$ cat src/rtl/fifo_wr_arbiter_if.sv
// Bundle between the FIFO write-port arbiter, its requesters and the async FIFO write side.
// Latency: none, this is wiring only.
// Backpressure: wfull from the FIFO throttles the arbiter, which withholds gnt from requesters.
interface fifo_wr_arbiter_if #(
  parameter int NREQ  = 4,
  parameter int DSIZE = 8
);
  logic [NREQ-1:0]       req;
  logic [NREQ*DSIZE-1:0] req_data;
  logic [NREQ-1:0]       gnt;
  logic                  wfull;
  logic                  winc;
  logic [DSIZE-1:0]      wdata;
  logic                  busy;

  // Arbiter side: consumes requests and the full flag, drives grants and the FIFO write port.
  modport master (input req, req_data, wfull, output gnt, winc, wdata, busy);
  // Environment side: requesters plus the FIFO.
  modport slave  (output req, req_data, wfull, input gnt, winc, wdata, busy);
endinterface

$ cat src/rtl/fifo_wr_arbiter.sv
// Round-robin arbiter sharing one async-FIFO write port among NREQ requesters, with optional burst lock.
// Latency: word granted at edge N is on winc/wdata after edge N; 1 word/cycle while wfull=0.
// Backpressure: one-word holding register; while it is full and wfull=1, gnt is 0 and all state holds.
// Build option: define FIFO_WARB_BURST_EN to enable burst locking (up to MAX_BURST words per owner).
module fifo_wr_arbiter #(
  parameter int NREQ      = 4,
  parameter int DSIZE     = 8,
  parameter int MAX_BURST = 4
) (
  input  logic              wclk,
  input  logic              wrst,
  fifo_wr_arbiter_if.master bus
);

  localparam int          IW     = $clog2(NREQ);
  localparam logic [IW:0] NREQ_W = (IW+1)'(NREQ);

  typedef enum logic [0:0] {
    ST_IDLE = 1'b0,
    ST_LOCK = 1'b1
  } state_t;

  state_t           state_q, state_d;
  logic [IW-1:0]    rr_q, rr_d;
  logic             hv_q, hv_d;
  logic [DSIZE-1:0] hd_q, hd_d;

  logic             accept_ok;
  logic             drain;
  logic             grant_en;
  logic             found;
  logic [IW-1:0]    pick;
  logic [IW:0]      idx;
  logic [IW:0]      rr_nxt;
  logic             grant;
  logic [IW-1:0]    gsel;
  logic [NREQ-1:0]  gnt_c;

`ifdef FIFO_WARB_BURST_EN
  localparam int          CW          = $clog2(MAX_BURST + 1);
  localparam logic [CW-1:0] MAX_BURST_W = CW'(MAX_BURST);

  logic [IW-1:0] owner_q, owner_d;
  logic [CW-1:0] cnt_q, cnt_d;
  logic          cont;
`endif

  // The holding register can take a new word if it is empty or is being written this cycle.
  assign accept_ok = ~hv_q | ~bus.wfull;
  assign drain     = hv_q & ~bus.wfull;
  assign grant_en  = accept_ok & ~wrst;

  // Round-robin search: first requester at or after rr, wrapping modulo NREQ.
  always_comb begin
    found = 1'b0;
    pick  = '0;
    idx   = '0;
    for (int k = 0; k < NREQ; k++) begin
      idx = {1'b0, rr_q} + (IW+1)'(k);
      if (idx >= NREQ_W) idx = idx - NREQ_W;
      if (!found && bus.req[idx[IW-1:0]]) begin
        found = 1'b1;
        pick  = idx[IW-1:0];
      end
    end
  end

`ifdef FIFO_WARB_BURST_EN
  // The current owner keeps the port while it still requests and its burst budget remains.
  always_comb begin
    cont = (state_q == ST_LOCK) && bus.req[owner_q] && (cnt_q < MAX_BURST_W);
  end
`endif

  // Next-state: grant selection, pointer/burst update and holding-register load/drain.
  always_comb begin
    state_d = state_q;
    rr_d    = rr_q;
    hv_d    = hv_q;
    hd_d    = hd_q;
    grant   = 1'b0;
    gsel    = '0;
    gnt_c   = '0;
    rr_nxt  = '0;
`ifdef FIFO_WARB_BURST_EN
    owner_d = owner_q;
    cnt_d   = cnt_q;
`endif

    if (drain) hv_d = 1'b0;

    if (grant_en) begin
`ifdef FIFO_WARB_BURST_EN
      if (cont) begin
        grant = 1'b1;
        gsel  = owner_q;
        cnt_d = cnt_q + 1'b1;
      end else
`endif
      if (found) begin
        grant  = 1'b1;
        gsel   = pick;
        rr_nxt = {1'b0, pick} + 1'b1;
        if (rr_nxt == NREQ_W) rr_nxt = '0;
        rr_d   = rr_nxt[IW-1:0];
`ifdef FIFO_WARB_BURST_EN
        if (MAX_BURST > 1) begin
          state_d = ST_LOCK;
          owner_d = pick;
          cnt_d   = CW'(1);
        end else begin
          state_d = ST_IDLE;
        end
`else
        state_d = ST_IDLE;
`endif
      end else begin
        state_d = ST_IDLE;
      end
    end

    // A grant in the same cycle as a drain refills the register, so hv stays 1.
    if (grant) begin
      gnt_c[gsel] = 1'b1;
      hv_d        = 1'b1;
      hd_d        = bus.req_data[gsel*DSIZE +: DSIZE];
    end
  end

  // State registers with synchronous reset; a held word is discarded on reset.
  always_ff @(posedge wclk) begin
    if (wrst) begin
      state_q <= ST_IDLE;
      rr_q    <= '0;
      hv_q    <= 1'b0;
      hd_q    <= '0;
`ifdef FIFO_WARB_BURST_EN
      owner_q <= '0;
      cnt_q   <= '0;
`endif
    end else begin
      state_q <= state_d;
      rr_q    <= rr_d;
      hv_q    <= hv_d;
      hd_q    <= hd_d;
`ifdef FIFO_WARB_BURST_EN
      owner_q <= owner_d;
      cnt_q   <= cnt_d;
`endif
    end
  end

  assign bus.gnt   = gnt_c;
  assign bus.winc  = hv_q;
  assign bus.wdata = hd_q;
`ifdef FIFO_WARB_BURST_EN
  assign bus.busy  = (state_q == ST_LOCK);
`else
  assign bus.busy  = 1'b0;
`endif

endmodule

$ cat src/flat_wrapper.sv
// flat-port wrapper written by rule: the top's interface ports become plain ports
module fifo_wr_arbiter_flat 
#(
  parameter int NREQ      = 4,
  parameter int DSIZE     = 8,
  parameter int MAX_BURST = 4
)
  (wclk, wrst, bus_req, bus_req_data, bus_wfull, bus_gnt, bus_winc, bus_wdata, bus_busy);
  fifo_wr_arbiter_if #(.NREQ(NREQ), .DSIZE(DSIZE)) bus_i ();
  input  logic wclk;
  input  logic wrst;
  input wire logic [$bits(bus_i.req)-1:0] bus_req;
  input wire logic [$bits(bus_i.req_data)-1:0] bus_req_data;
  input wire logic [$bits(bus_i.wfull)-1:0] bus_wfull;
  output wire logic [$bits(bus_i.gnt)-1:0] bus_gnt;
  output wire logic [$bits(bus_i.winc)-1:0] bus_winc;
  output wire logic [$bits(bus_i.wdata)-1:0] bus_wdata;
  output wire logic [$bits(bus_i.busy)-1:0] bus_busy;
  assign bus_i.req = bus_req;
  assign bus_i.req_data = bus_req_data;
  assign bus_i.wfull = bus_wfull;
  assign bus_gnt = bus_i.gnt;
  assign bus_winc = bus_i.winc;
  assign bus_wdata = bus_i.wdata;
  assign bus_busy = bus_i.busy;
  fifo_wr_arbiter #(.NREQ(NREQ), .DSIZE(DSIZE), .MAX_BURST(MAX_BURST)) u_core (.wclk(wclk), .wrst(wrst), .bus(bus_i));
endmodule
$ cat config.mk
export PLATFORM = sky130hd
export DESIGN_NAME = fifo_wr_arbiter_flat
export DESIGN_NICKNAME = d
export VERILOG_FILES = /design/src/rtl/fifo_wr_arbiter_if.sv /design/src/rtl/fifo_wr_arbiter.sv /design/src/flat_wrapper.sv
export SDC_FILE = /design/constraint.sdc
export NUM_CORES = 1
export LEC_CHECK = 0
export ABC_CLOCK_PERIOD_IN_PS = 4500
export CAP_MARGIN = 20
export CORE_UTILIZATION = 35
export CTS_CLUSTER_DIAMETER = 200
export DETAILED_ROUTE_END_ITERATION = 10
export PLACE_DENSITY = 0.77
export SYNTH_ARGS = -nofsm -noshare
export SYNTH_HDL_FRONTEND = slang
export SYNTH_SLANG_ARGS = --single-unit
export TNS_END_PERCENT = 20
$ cat constraint.sdc
create_clock -name wclk -period 4.5 [get_ports wclk]
set_input_delay 1.35 -clock wclk [delete_from_list [all_inputs] [get_ports wclk]]
set_output_delay 1.35 -clock wclk [all_outputs]
set_load 0.01 [all_outputs]
# Yosys cells after proc, flatten, opt, wreduce, memory -nomap -nowiden
# Index checks and enable logic that the tools add are counted.
dict set report op_classes {
  n_addsub 8
  multipliers 0
  div_mod_pow 0
  order_cmp 10
  n_eq_ne 1
  n_shift 1
  n_mux 30
  bitwise_logic 6
  reduce_logical 9
}
# op n
set ops {}
lappend ops {{variable part select 32 x 6 -> 8 bit} 1}
lappend ops {{2-to-1 mux 2 bit} 11}
lappend ops {{< comparator 2 x 3 -> 1 bit, second input constant} 5}
lappend ops {{2-to-1 mux 1 bit} 13}
lappend ops {{>= comparator 3 bit, second input constant} 3}
lappend ops {{binary-select mux 1 bit (select 2 bit)} 4}
lappend ops {{subtractor 2 x 1 -> 2 bit, second input constant} 4}
lappend ops {{adder 2 x 1 -> 3 bit, second input constant} 2}
lappend ops {{adder 2 x 2 -> 3 bit, second input constant} 2}
lappend ops {{logical AND 1 bit} 4}
lappend ops {{2-to-1 mux 4 bit} 1}
lappend ops {{equality test 3 bit, second input constant} 1}
lappend ops {{>= comparator 2 x 3 -> 1 bit, second input constant} 1}
lappend ops {{zero test 1 bit} 3}
lappend ops {{inverter 1 bit} 3}
lappend ops {{bitwise AND 1 bit} 2}
lappend ops {{demux 1 bit (select 2 bit)} 1}
lappend ops {{>= comparator 2 x 1 -> 1 bit, second input constant} 1}
lappend ops {{AND reduction 2 bit} 1}
lappend ops {{nonzero test 2 bit} 1}
lappend ops {{OR 1 bit} 1}
dict set report totals {
  reg_bits 11
  latchBits 0
  ramBits 0
  rom_bits 0
  in_bits 39
  output_inout_bits 14
  word_cells 68
  mem_count 0
}

# Logic depth before layout (Yosys ltp)
# Gate-level depths: netlist of the first run.
dict set report depth {
  ltp_word 21
  mapped_depth 7
  ltp_nobuf 5
}

# Least setup slack after synthesis of the first run
# OpenSTA, ideal clock, no wires.
dict set report synth_timing {
  kind {input -> output}
  start {input bus_req[2]}
  end {output bus_gnt[0]}
  t_arrival_ns 2.421
  t_required_ns 3.150
  slack_ns 0.729
  cell_stages 5
  path_buffers 0
  cell_sequence {nor2b_1 a211o_1 a211oi_4 nor2_1 nor2_1}
}
dict set report synth_via {
  elab_chain_cells 19
  word_cells_on_any_way 32
  classes_between {order compare: 2; mux: 23; reduce/logical: 7}
}
# item line_no
set synth_rtl {}
lappend synth_rtl {{from (decl)} flat_wrapper.sv:12} ;# input wire logic [$bits(bus_i.req)-1:0] bus_req;
lappend synth_rtl {{binary-select mux 1 bit (select 2 bit)} fifo_wr_arbiter.sv:61} ;# if (!found && bus.req[idx[IW-1:0]]) begin
lappend synth_rtl {{2-to-1 mux 1 bit (implied by the code)} fifo_wr_arbiter.sv:61}
lappend synth_rtl {{2-to-1 mux 1 bit} fifo_wr_arbiter.sv:61}
lappend synth_rtl {{zero test 1 bit} fifo_wr_arbiter.sv:61}
lappend synth_rtl {{logical AND 1 bit} fifo_wr_arbiter.sv:61}
lappend synth_rtl {{2-to-1 mux 1 bit} fifo_wr_arbiter.sv:61}
lappend synth_rtl {{zero test 1 bit} fifo_wr_arbiter.sv:61}
lappend synth_rtl {{logical AND 1 bit} fifo_wr_arbiter.sv:61}
lappend synth_rtl {{[3 not listed]} -}
lappend synth_rtl {{2-to-1 mux 2 bit / 2-to-1 mux 1 bit (equally long branches)} fifo_wr_arbiter.sv:61}
lappend synth_rtl {{2-to-1 mux 2 bit} fifo_wr_arbiter.sv:100} ;# if (found) begin
lappend synth_rtl {{2-to-1 mux 2 bit} fifo_wr_arbiter.sv:92} ;# if (grant_en) begin
lappend synth_rtl {{< comparator 2 x 3 -> 1 bit (implied by the code) / >= comparator 2 x 1 -> 1 bit (equally long branches)} fifo_wr_arbiter.sv:124} ;# gnt_c[gsel] = 1'b1;
lappend synth_rtl {{logical AND 1 bit (implied by the code)} fifo_wr_arbiter.sv:124}
lappend synth_rtl {{2-to-1 mux 1 bit (implied by the code)} fifo_wr_arbiter.sv:124}
lappend synth_rtl {{demux 1 bit (select 2 bit)} -}
lappend synth_rtl {{2-to-1 mux 4 bit *} fifo_wr_arbiter.sv:123} ;# if (grant) begin
lappend synth_rtl {{to (decl)} flat_wrapper.sv:15} ;# output wire logic [$bits(bus_i.gnt)-1:0] bus_gnt;
# Every way passes the cells marked *; elsewhere a longest branch is shown, timed or not. The select of a mux whose other input is x is not followed.

# Final worst setup path of the first run
dict set report layout_timing {
  start {input bus_req[3]}
  end {output bus_gnt[2]}
}
# Same word-level chain as after synthesis.

==> results of run 1 <==
-- cells in the final DEF (no fill, tap or decap), drive strengths merged --
cell type	synthesis	layout
a211o	1	1
a211oi	1	1
a21o	1	1
a21oi	3	3
a2bb2oi	1	1
a311o	1	1
a31oi	8	8
and2	1	1
and3	2	2
buf	6	13
clkbuf	3	4
clkdlybuf4s50	0	47
conb	1	1
dfxtp	11	11
dlygate4sd2	0	2
dlymetal6s2s	0	2
mux2i	8	8
nand2	20	20
nand2b	9	9
nor2	14	14
nor2b	5	5
nor4	2	2
nor4b	1	1
o211a	2	2
o211ai	17	17
o21ai	2	2
o21bai	1	1
or2	1	1
-- critical path: stages --
cell             delay [ns]
clkdlybuf4s50_1        0.50
nor2_1                 0.28
nand2_1                0.11
o211ai_1               0.10
and3_1                 0.18
clkdlybuf4s50_1        0.53
-- final timing paths --
check,to,slack [ns],cells after the start
hold reg to reg,u_core.bus.winc,0.48,2
hold / removal,u_core.bus.winc,0.48,2
setup / recovery,bus_gnt[2],0.1,6
setup reg to reg,u_core.rr_q[1],2.69,8
-- metrics by stage --
stage | setup WS (ns) | utilization
finish | 0.09636 | 0.6323
global route | -0.02567 | 0.6323
CTS | -0.01244 | 0.6237
detailed placement | -0.1686 | 0.6106
global placement | -0.1606 | 0.6106
floorplan | 0.7292 | -
-- metal layers --
metal  share of wire  vias to the layer above  GRT usage
met4          0.0035                        0    0.07895
met5               0                        -          0
met3           0.078                        2    0.04885
li1                -                      565          -
met2            0.50                       61     0.3797
met1            0.42                      535     0.2662
-- area by class of cell --
type                       count  area, µm²  share of cell area
multi-input combinational    102      671.9              0.4289
tap                           30      37.54             0.02396
timing repair buffer          64      610.6              0.3898
sequential                    11      220.2              0.1406
clock buffer                   4      26.28             0.01677
-- synth_stat cells, drive strengths merged --
library cell	instances	share of area
a211o	1	0.0096
a211oi	1	0.022
a21o	1	0.0082
a21oi	3	0.020
a2bb2oi	1	0.0096
a311o	1	0.011
a31oi	8	0.055
and2	1	0.0068
and3	2	0.014
buf	6	0.041
clkbuf	3	0.012
conb	1	0.0041
dfxtp	11	0.24
mux2i	8	0.087
nand2	20	0.082
nand2b	9	0.061
nor2	14	0.057
nor2b	5	0.034
nor4	2	0.020
nor4b	1	0.016
o211a	2	0.022
o211ai	17	0.14
o21ai	2	0.011
o21bai	1	0.0082
or2	1	0.0068
-- timing repair --
action | CTS | global route
gates resized for setup | 5 | 6
setup endpoints to repair | 3 | 3
pin swaps | 0 | 1
-- registers in the layout (all words and copies together) (netlist names) --
name / cells
u_core.bus.wdata: 8
u_core.bus.winc: 1
u_core.rr_q: 2
-- power groups by stage --
| stage | Combinational [mW] | Sequential, mW | Clock [mW] |
|---|---|---|---|
| 2_1_floorplan | 0.102 | 0.137 | 0 |
| 3_5_place_dp | 0.210 | 0.132 | 0 |
| 3_3_place_gp | 0.206 | 0.132 | 0 |
| 5_1_grt | 0.234 | 0.133 | 0.0782 |
| 6_report | 0.213 | 0.131 | 0.0699 |
| 4_1_cts | 0.211 | 0.131 | 0.0726 |
-- cells by family (layout without fill, tap and decap cells) --
family | count (synthesis) | in the layout
and+or+nand+nor | 55 | 55
AOI/OAI and AO/OA | 38 | 38
DFF | 11 | 11
buffers and inverters | 9 | 68
muxes | 8 | 8
other | 1 | 1
==> impl_results.md, run 1 <==
* Synth warnings at 0
* Setup violators final at 0
* Via count at 1,163
* P_leak at between 0.6 and 0.7 nW
* Cts bufs inserted at 3
* Starting Density at 0.3697
* CTS tree: built
* Number of global-route vias before repair at 1,057
* HP Class: register to register
* Worst vdd ir at 163.0 µV
* Tmin final at 4.404 ns
* Max Slew Vio Count at 0
* Hold_buf cts at 0
* Post-CTS setup buffer count at 0
* Synth Instances at roughly 120
* Area grow syn2layout at 71.04%
* WL per Instance at 13.57 µm
* Synthesized area at 915.9 µm²
* Worst flop-to-flop path startpoint: u_core.rr_q[0]
* Setup Crit Path Kind: primary input to primary output
* Avg Cell Area, Syn at about 7.5 µm²
* Worst Clk Skew at a little over 0.006 ns
* Simple-Gate Fraction of Synth Area at 0.2992
* Share of power burned in registers at 0.317
* Required time of the critical path at roughly 3.2 ns
* Post-synthesis sequential area ratio at 0.2404
* CTS sink count at 11
* Initial antenna violation count at 0
* Chip width at 53.16 µm
* Root Driver: clkbuf_4
* CP Launch Type: primary input
* P_int at between 200 and 300 µW
* Max-cap viol count at 0
* I/O pins at 53
* Final period utilization at 0.9786
* Die height at between 50 and 60 µm
* IO buf count at 51
* Htree depth at 1
* Global Route Usage Sum at 0.2211
* Hold Vio Cnt, Final at 0
* Fraction of layout cells with a size suffix above 1 at 0.1492
* Final #Nets at 221
* Synth Area in XOR/XNOR at 0
* Worst Setup SP: bus_req[3]
* Largest net degree at the start of global routing at 18
* HPWL after detailed placement at between 2000 and 2500 µm
* Rows at 18
* Clk_lat worst skew at 0.27 ns
* Reg clk slew, reported paths at ~0.08 ns
* Arrival time worst endpoint at 3.05 ns
* Syn_nets at 161
* Final wirelength at 2863 µm
* Placement Cell Area at 0.001513 mm²
* Total congestion overflow at 0
* Antenna viol nets, final at 0
* Routed vias/inst at 5.512
* Largest family of logic cells by synthesized area: compound AO/OA/AOI/OAI gates
* Adder-cell share of the synthesized area at 0
* CTS max path bufs at 2
* Placed Cells at 207
* Comb pwr share at 0.515
* NetSw at 143.5 µW
* Pre-antenna DRT Iters at 4
* First-pass GRT wire length at 4519 µm
* Ant diodes at 0
* Netlist cell types at 29
* FF+latch count, synth at 11
* Mux cell area share after synthesis at 0.08743
* Starting DRT DRC Count at 12
* GP Congestion at 0.8449
* Hold WS at between 0.4 and 0.5 ns
* Design Power at between 400 and 500 µW
* Compound-Gate Fraction of Synth Area at 0.3156
* CP max FO at 5
* Die ar. at 0.002825 mm²
* Design area at 0.001567 mm²
* Outcome: completed
* Fmax at 227.1 MHz
* Switching Share at 0.3463
* Clock power frac at 0.169
* Min-delay src: u_core.bus.winc
* Post-route DRC at 0
* Fill count at 230
* Final setup TNS at 0 ns
* Pwr dens at 264.6 mW/mm²
* Fin cells at 211
* Endpoint class of the critical path: primary output
* Core box area at between 0.002 and 0.0025 mm²
Note: power is estimated with default switching activity, not from simulation.
==> inputs of run 2 (changes only) <==
--- a/config.mk
+++ b/config.mk
@@ -11,6 +11,7 @@
 export CTS_CLUSTER_DIAMETER = 200
 export DETAILED_ROUTE_END_ITERATION = 10
 export PLACE_DENSITY = 0.77
+export RECOVER_POWER = 25
 export SYNTH_ARGS = -nofsm -noshare
 export SYNTH_HDL_FRONTEND = slang
 export SYNTH_SLANG_ARGS = --single-unit
==> results of run 2 <==
Same layout as run 1: the final DEF is identical, and so are final timing and power.
